$ cat config.mk
export PLATFORM = sky130hd
export DESIGN_NAME = mc_ctrl
export DESIGN_NICKNAME = d
export VERILOG_FILES = /design/src/rtl/mc_ctrl_pkg.sv /design/src/rtl/mc_ctrl_ins_decode.sv /design/src/rtl/mc_ctrl.sv
export SDC_FILE = /design/constraint.sdc
export NUM_CORES = 1
export LEC_CHECK = 0
export BUFFER_PORTS_ARGS = -buffer_cell sky130_fd_sc_hd__buf_2
export CORE_MARGIN = 8
export CORE_UTILIZATION = 47
export CTS_CLUSTER_SIZE = 8
export DETAILED_ROUTE_END_ITERATION = 10
export PLACE_DENSITY_LB_ADDON = 0.15
export SETUP_SLACK_MARGIN = 0.02
export SYNTH_ARGS = -nofsm -noshare
export SYNTH_HDL_FRONTEND = slang
export SYNTH_SLANG_ARGS = --single-unit
$ cat constraint.sdc
create_clock -name clk -period 3.1 [get_ports clk]
set_clock_uncertainty 0.05 [all_clocks]
set_input_delay 0.62 -clock clk [delete_from_list [all_inputs] [get_ports clk]]
set_output_delay 0.62 -clock clk [all_outputs]
set_load 0.01 [all_outputs]
$ cat src/rtl/mc_ctrl_pkg.sv
// Shared encodings for the multi-cycle MIPS controller: opcodes, functs,
// FSM states, datapath mux selects and the one-hot instruction class.
package mc_ctrl_pkg;

  localparam logic [5:0] OP_RTYPE = 6'h00;
  localparam logic [5:0] OP_J     = 6'h02;
  localparam logic [5:0] OP_JAL   = 6'h03;
  localparam logic [5:0] OP_BEQ   = 6'h04;
  localparam logic [5:0] OP_ORI   = 6'h0D;
  localparam logic [5:0] OP_LUI   = 6'h0F;
  localparam logic [5:0] OP_LW    = 6'h23;
  localparam logic [5:0] OP_SW    = 6'h2B;

  localparam logic [5:0] FN_JR    = 6'h08;
  localparam logic [5:0] FN_ADDU  = 6'h21;
  localparam logic [5:0] FN_SUBU  = 6'h23;

  typedef enum logic [2:0] {
    ST_FETCH  = 3'd0,
    ST_DECODE = 3'd1,
    ST_EXEC   = 3'd2,
    ST_MEM    = 3'd3,
    ST_WB     = 3'd4,
    ST_HALT   = 3'd5
  } state_e;

  localparam logic [1:0] PC_PLUS4  = 2'd0;
  localparam logic [1:0] PC_BRANCH = 2'd1;
  localparam logic [1:0] PC_JUMP   = 2'd2;
  localparam logic [1:0] PC_GPR    = 2'd3;

  localparam logic [1:0] A3_RT     = 2'd0;
  localparam logic [1:0] A3_RD     = 2'd1;
  localparam logic [1:0] A3_RA     = 2'd2;

  localparam logic [1:0] WD_ALU    = 2'd0;
  localparam logic [1:0] WD_DMR    = 2'd1;
  localparam logic [1:0] WD_PC     = 2'd2;
  localparam logic [1:0] WD_LUI    = 2'd3;

  localparam logic [2:0] ALU_ADD   = 3'd0;
  localparam logic [2:0] ALU_SUB   = 3'd1;
  localparam logic [2:0] ALU_OR    = 3'd2;

  typedef struct packed {
    logic rcal;
    logic ori;
    logic lw;
    logic sw;
    logic beq;
    logic lui;
    logic j;
    logic jal;
    logic jr;
    logic illegal;
  } ins_class_t;

endpackage

$ cat src/rtl/mc_ctrl_ins_decode.sv
// Combinational opcode/funct classifier; exactly one class bit is set.
module mc_ctrl_ins_decode
  import mc_ctrl_pkg::*;
(
  input  logic [5:0] opcode,
  input  logic [5:0] funct,
  output ins_class_t cls
);

  always_comb begin
    cls = '0;
    case (opcode)
      OP_RTYPE: begin
        case (funct)
          FN_ADDU, FN_SUBU: cls.rcal    = 1'b1;
          FN_JR:            cls.jr      = 1'b1;
          default:          cls.illegal = 1'b1;
        endcase
      end
      OP_ORI:  cls.ori     = 1'b1;
      OP_LW:   cls.lw      = 1'b1;
      OP_SW:   cls.sw      = 1'b1;
      OP_BEQ:  cls.beq     = 1'b1;
      OP_LUI:  cls.lui     = 1'b1;
      OP_J:    cls.j       = 1'b1;
      OP_JAL:  cls.jal     = 1'b1;
      default: cls.illegal = 1'b1;
    endcase
  end

endmodule

$ cat src/rtl/mc_ctrl.sv
// Multi-cycle control FSM for the MIPS subset datapath.
// state | meaning: FETCH load IR, PC+=4 | DECODE jumps/lui retire | EXEC ALU op, beq resolves | MEM DM access | WB RF write | HALT trapped
module mc_ctrl
  import mc_ctrl_pkg::*;
#(
  parameter bit ILLEGAL_TRAP = 1'b1
) (
  input  logic       clk,
  input  logic       reset,
  input  logic [5:0] opcode,
  input  logic [5:0] funct,
  input  logic       zero,
  output logic       pc_we,
  output logic       ir_we,
  output logic       reg_we,
  output logic       mem_we,
  output logic [1:0] pc_sel,
  output logic [1:0] a3_sel,
  output logic [1:0] wd_sel,
  output logic       alu_b_sel,
  output logic       ext_op,
  output logic [2:0] alu_op,
  output logic [2:0] state,
  output logic       retire,
  output logic       halted
);

  state_e     state_q, state_d;
  ins_class_t cls;

  mc_ctrl_ins_decode u_dec (
    .opcode (opcode),
    .funct  (funct),
    .cls    (cls)
  );

  always_ff @(posedge clk or posedge reset) begin
    if (reset) state_q <= ST_FETCH;
    else       state_q <= state_d;
  end

  assign state = state_q;

  always_comb begin
    state_d   = state_q;
    pc_we     = 1'b0;
    ir_we     = 1'b0;
    reg_we    = 1'b0;
    mem_we    = 1'b0;
    pc_sel    = PC_PLUS4;
    a3_sel    = A3_RT;
    wd_sel    = WD_ALU;
    alu_b_sel = 1'b0;
    ext_op    = 1'b0;
    alu_op    = ALU_ADD;
    retire    = 1'b0;
    halted    = 1'b0;

    case (state_q)
      ST_FETCH: begin
        ir_we   = 1'b1;
        pc_we   = 1'b1;
        pc_sel  = PC_PLUS4;
        state_d = ST_DECODE;
      end

      ST_DECODE: begin
        state_d = ST_EXEC;
        if (cls.j || cls.jal) begin
          pc_we   = 1'b1;
          pc_sel  = PC_JUMP;
          retire  = 1'b1;
          state_d = ST_FETCH;
          if (cls.jal) begin
            // PC already holds PC+4 of this instruction; RF captures it on this edge
            reg_we = 1'b1;
            a3_sel = A3_RA;
            wd_sel = WD_PC;
          end
        end else if (cls.jr) begin
          pc_we   = 1'b1;
          pc_sel  = PC_GPR;
          retire  = 1'b1;
          state_d = ST_FETCH;
        end else if (cls.lui) begin
          reg_we  = 1'b1;
          a3_sel  = A3_RT;
          wd_sel  = WD_LUI;
          retire  = 1'b1;
          state_d = ST_FETCH;
        end else if (cls.illegal) begin
          if (ILLEGAL_TRAP) begin
            state_d = ST_HALT;
          end else begin
            retire  = 1'b1;
            state_d = ST_FETCH;
          end
        end
      end

      ST_EXEC: begin
        state_d = ST_FETCH;
        if (cls.rcal) begin
          alu_op  = (funct == FN_SUBU) ? ALU_SUB : ALU_ADD;
          state_d = ST_WB;
        end else if (cls.ori) begin
          ext_op    = 1'b0;
          alu_b_sel = 1'b1;
          alu_op    = ALU_OR;
          state_d   = ST_WB;
        end else if (cls.lw || cls.sw) begin
          ext_op    = 1'b1;
          alu_b_sel = 1'b1;
          alu_op    = ALU_ADD;
          state_d   = ST_MEM;
        end else if (cls.beq) begin
          alu_op = ALU_SUB;
          retire = 1'b1;
          if (zero) begin
            pc_we  = 1'b1;
            pc_sel = PC_BRANCH;
          end
        end
      end

      ST_MEM: begin
        state_d = ST_FETCH;
        if (cls.sw) begin
          mem_we = 1'b1;
          retire = 1'b1;
        end else if (cls.lw) begin
          state_d = ST_WB;
        end
      end

      ST_WB: begin
        reg_we  = 1'b1;
        retire  = 1'b1;
        state_d = ST_FETCH;
        if (cls.rcal) begin
          a3_sel = A3_RD;
          wd_sel = WD_ALU;
        end else if (cls.lw) begin
          a3_sel = A3_RT;
          wd_sel = WD_DMR;
        end else begin
          a3_sel = A3_RT;
          wd_sel = WD_ALU;
        end
      end

      ST_HALT: begin
        halted  = 1'b1;
        state_d = ST_HALT;
      end

      default: state_d = ST_FETCH;
    endcase

    // The FETCH decode above would otherwise leak enables while reset is held
    if (reset) begin
      state_d   = ST_FETCH;
      pc_we     = 1'b0;
      ir_we     = 1'b0;
      reg_we    = 1'b0;
      mem_we    = 1'b0;
      pc_sel    = PC_PLUS4;
      a3_sel    = A3_RT;
      wd_sel    = WD_ALU;
      alu_b_sel = 1'b0;
      ext_op    = 1'b0;
      alu_op    = ALU_ADD;
      retire    = 1'b0;
      halted    = 1'b0;
    end
  end

endmodule

### Word level (Yosys, flattened, before mapping)

Index checks and enable logic that the tools add are counted.

| storage, ports and cells | value |
|---|---|
| register bits | 3 |
| input port bits | 15 |
| output and inout bits | 20 |
| word-level logic and storage cells | 114 |

| cells by class | value |
|---|---|
| eq/ne operators | 15 |
| muxes and demuxes | 91 |
| reductions and logical operators | 7 |

Operators by type and width:

| kind | count |
|---|---|
| 1-bit 2-to-1 mux | 59 |
| 3-bit 2-to-1 mux | 10 |
| 2-bit 2-to-1 mux | 14 |
| 6-bit equality test, second input constant | 4 |
| 6-bit by 4-bit equality test with 1-bit output, second input constant | 3 |
| 3-bit one-hot mux with 5 select lines | 1 |
| 6-bit by 2-bit equality test with 1-bit output, second input constant | 2 |
| 2-bit one-hot mux with 2 select lines | 3 |
| 7-bit OR reduction | 1 |
| 3-bit by 2-bit equality test with 1-bit output, second input constant | 2 |
| 3-bit equality test, second input constant | 2 |
| 6-bit by 3-bit equality test with 1-bit output, second input constant | 1 |
| 6-bit zero test | 1 |
| 1-bit one-hot mux with 2 select lines | 2 |
| 1-bit one-hot mux with 4 select lines | 1 |
| 3-bit by 1-bit equality test with 1-bit output, second input constant | 1 |
| 3-bit zero test | 1 |
| 1-bit one-hot mux with 3 select lines | 1 |
| 3-bit OR reduction | 1 |
| 1-bit logical OR | 2 |
| 2-bit OR reduction | 1 |

### Logic depth before layout (Yosys ltp)

| logic depth | value |
|---|---|
| depth after elaboration | 10 |
| gate-level depth with buffers | 5 |
| gate-level depth less buffers | 4 |

### Modules after synthesis

Synthesis repeated with hierarchy kept, for this count alone.

| unflattened totals | value |
|---|---|
| cells, all modules | 102 |
| area, all modules | 666.9 um^2 |

Modules (own cells, without submodules):

| module | times used | cells each | area each (um^2) | seq. area each (um^2) |
|---|---|---|---|---|
| mc_ctrl | 1 | 75 | 491.7 | 75.1 |
| mc_ctrl_ins_decode | 1 | 27 | 175.2 | 0.0 |

### Worst setup path after synthesis

OpenSTA, ideal clock, no wires.

| timing | value |
|---|---|
| path type | in2out |
| start | input port opcode[0] |
| end | output port retire |
| arrival | 1.943 ns |
| required time | 2.430 ns |
| setup slack | 0.487 ns |
| stages | 5 |
| path buffers | 1 |
| cell sequence | buf_4 -> nor4_4 -> a21oi_2 -> or4b_4 -> a41oi_2 |

| on the way | value |
|---|---|
| word-level cells in the longest chain between the ends | 8 |
| elaborated cells on any way between the ends | 29 |
| those cells by class | eq/ne (7); mux (19); reduce/logical (3) |

RTL lines:

| element | line | text |
|---|---|---|
| start: declaration | mc_ctrl.sv:10 | `input logic [5:0] opcode,` |
| 6-bit by 3-bit equality test with 1-bit output or 6-bit equality test (tied branches) | mc_ctrl_ins_decode.sv:12 | `case (opcode)` |
| 1-bit 2-to-1 mux | mc_ctrl_ins_decode.sv:12 |  |
| 1-bit 2-to-1 mux or 1-bit logical OR (tied branches) | mc_ctrl.sv:116, mc_ctrl.sv:111 |  |
| 1-bit 2-to-1 mux | mc_ctrl.sv:111 | `end else if (cls.lw \|\| cls.sw) begin` |
| 1-bit 2-to-1 mux | mc_ctrl.sv:106 | `end else if (cls.ori) begin` |
| 1-bit 2-to-1 mux | mc_ctrl.sv:103 | `if (cls.rcal) begin` |
| 1-bit one-hot mux with 4 select lines * | mc_ctrl.sv:59 | `case (state_q)` |
| 1-bit 2-to-1 mux * | mc_ctrl.sv:161 | `if (reset) begin` |
| end: declaration | mc_ctrl.sv:24 | `output logic retire,` |

Every way passes the cells marked *; elsewhere a longest branch is shown, timed or not.

### Final worst setup path

| timing | value |
|---|---|
| start | input port funct[0] |
| end | output port retire |

| on the way | value |
|---|---|
| word-level cells in the longest chain between the ends | 7 |
| elaborated cells on any way between the ends | 13 |
| those cells by class | eq/ne (3); mux (9); reduce/logical (1) |

RTL lines:

| element | line | text |
|---|---|---|
| start: declaration | mc_ctrl.sv:11 | `input logic [5:0] funct,` |
| 6-bit equality test or 6-bit by 4-bit equality test with 1-bit output (tied branches) | mc_ctrl_ins_decode.sv:14 | `case (funct)` |
| 2-bit OR reduction or 1-bit 2-to-1 mux (tied branches) | - |  |
| 1-bit 2-to-1 mux, on equally long branches | mc_ctrl_ins_decode.sv:14, mc_ctrl_ins_decode.sv:12 |  |
| 1-bit 2-to-1 mux, on equally long branches | mc_ctrl_ins_decode.sv:12, mc_ctrl.sv:80 |  |
| 1-bit 2-to-1 mux, on equally long branches | mc_ctrl.sv:103, mc_ctrl.sv:69 |  |
| 1-bit one-hot mux with 4 select lines * | mc_ctrl.sv:59 |  |
| 1-bit 2-to-1 mux * | mc_ctrl.sv:161 |  |

Marks and branches as above.

==> impl_metrics.yaml <==
run_status:
  status: "finished, final reports clean"
yosys:
  yosys_warnings: 0
  synth-xor-area-share_pct: 1.38
  synth_ff_type: "dfrtp_1"
  synth_nets: 103
  synthArstFlopShare_pct: 100
  ys_types: 41
  synthCells: 88
  synth_compound_area_share_pct: 23.1
  synth_top_family_by_area: "simple AND/OR/NAND/NOR gates"
  syn_area_per_cell_um2: 7.21
  synth_edf_count: 0
  synth-seq-area-share_pct: 11.8
  syn_area_um2: 634
  synthAdderAreaFrac_pct: 0
  ys_ff_latch: 3
  yosys.area_share.simple_pct: 52.9
  muxShareOfSynthArea_pct: 0
clocking:
  post-cts-setup-buffers: 0
  cts_tree: "yes"
  numCtsBuffers: 3
  clock_path_buffers: 2
  ctsHoldBuffers: 0
  cts.reportedPaths.clkPinSlew_ps: 40
  root_buffer: "clkbuf_4"
  insertion_delay_ps: 230
  clock-sinks: 3
  htreeDepth: 1
  ctsResizeCount: 0
finish:
  syn2layout_area_growth_pct: 27.6
  final_nets: 135
  layout-drive-gt1-share_pct: 39.5
  largest_reg_flops: 3
  nFillCells: 131
  ff_latch_area_um2: 75.1
  multi_input_area_um2: 494
  diodes: 0
job:
  drv_cap: 0
global_routing:
  first_global_vias: 744
  antenna_found_initial: 0
  grt_overflow: 0
  grt_usage_pct: 14.2
  grt_max_degree: 11
  grt_pass1_wl_mm: 3.16
worst_setup_path:
  crit_arrival_ps: 2180
  startpoint_type: "primary input"
  required_ps: 2430
  crit_type: "primary input to output pin"
  cp-end-kind: "output pin"
  reg2reg_slack_ps: 1660
  critical_path.max_fanout: 3
routing:
  drc: 0
  ant_nets: 0
  vias: 805
  wl_per_cell_um: 15.3
  drtPass1Iterations: 4
  routed_wl_mm: 2.04
  viasPerCell: 6.01
  drtIter0Drc: 16
timing:
  grt_setup_unrepaired: "no"
  drv_slew: 0
  hold_viol: 0
  setup-tns-final_ps: 0
  timing.fmax_mhz: 351
  fin_crit_sh_pct: 91.9
  layout_setup_ws_ps: 252
  period_minus_slack_ps: 2850
  setup_violations: 0
place:
  place_ws_ps: 264
  io_buffers: 33
  gp_congestion: 0.795
  hpwlAfterDp_mm: 1.65
floorplan:
  io-pin-count: 35
  dieWidth_um: 52.7
  initial_core_util_pct: 49.4
  rows: 13
  core_um2: 1280
  die_area_um2: 2780
  die_y_um: 52.7
power_and_ir_drop:
  pwr_density_cell_nw_per_um2: 235
  peakVddDrop_mv: 0.301
  power_leakage_nw: 0.420
min_path:
  hold_class: "primary input to asynchronous set/reset pin"
## per-layer routing
layer  vias up  track usage, %  wire length (um)
met5         -               0                 0
met4         0            5.60                55
met3         6            3.98               168
met2        37            25.2              1010
met1       368            15.2               814
li1        394               -                 -
## layout by cell type (no fill, tap or decap), types with 2 or more instances in the layout
cell and n:
o21ai_0 4, nand2_1 6, dfrtp_1 3, a21oi_1 4, nor3b_1 2, nor4_1 2
nor2_1 9, nand4_1 2, nand3_1 6, and3_1 4, nor4_4 2, clkbuf_4 3
nor3_1 5, and3b_1 2, buf_2 33, a31oi_1 2, inv_1 6
## final cells by class
cell class / count / share of cell area (%)
Clock buffer: 4 / 3.25
Timing Repair Buffer: 34 / 21.3
Tap cell: 15 / 2.32
Multi-Input combinational cell: 72 / 61.1
Inverter: 6 / 2.78
Sequential cell: 3 / 9.27
## stage by stage
| stage | power (mW) | hold slack [ps] | cell area [um^2] | utilization (%) | instances |
|---|---|---|---|---|---|
| floorplan | 0.0968 | 548 | 634 | - | 88 |
| global placement | 0.119 | 543 | 783 | 61.0 | 130 |
| detailed placement | 0.121 | 545 | 783 | 61.0 | 130 |
| CTS | 0.192 | 319 | 810 | 63.0 | 134 |
| global route | 0.203 | 326 | 810 | 63.0 | 134 |
| finish | 0.190 | 324 | 810 | 63.0 | 134 |
## cell usage after synthesis, types with 2 or more instances
cell type | n | area (um^2)
nand4_1 | 2 | 12.5
nor4_4 | 2 | 42.5
nor4_1 | 2 | 12.5
nand3_1 | 6 | 30.0
a31oi_1 | 2 | 12.5
and3_1 | 4 | 25.0
a21oi_1 | 4 | 20.0
inv_1 | 6 | 22.5
nor2_1 | 9 | 33.8
buf_4 | 2 | 15.0
nor3_1 | 5 | 25.0
nand2_1 | 6 | 22.5
clkbuf_1 | 3 | 11.3
nor3b_1 | 2 | 15.0
o21ai_0 | 4 | 20.0
and3b_1 | 2 | 17.5
dfrtp_1 | 3 | 75.1
## where the power goes
part | switching, mW | internal (mW) | total [mW]
combinational | 0.0442 | 0.0290 | 0.0732
sequential | 0.00616 | 0.0421 | 0.0483
clock | 0.0202 | 0.0482 | 0.0684
total | 0.0706 | 0.119 | 0.190
## worst paths after layout
| kind | depth (start not counted) | end | from |
|---|---|---|---|
| min | 2 | state[0] | reset |
| min reg2reg | 1 | state[0] | state[0] |
| max reg2reg | 4 | state[1] | state[2] |
| max | 6 | retire | funct[0] |
| max in group asynchronous | 2 | state[1] | reset |
| min in group clk | 1 | state[0] | state[0] |
## worst max-delay path, cell delays in order
cell and delay (ps):
buf_2 120, nor4b_2 450, a21oi_2 100, or4b_4 550, a41oi_2 190, buf_2 150
## kinds of logic (layout without fill, tap and decap cells)
kind of cell	after synthesis	count (layout)
flops	3	3
simple gates	50	50
other cells	1	1
xor+xnor	1	1
compound gates	20	20
buf+inv	13	44
Note: power is estimated with default switching activity, not from simulation.
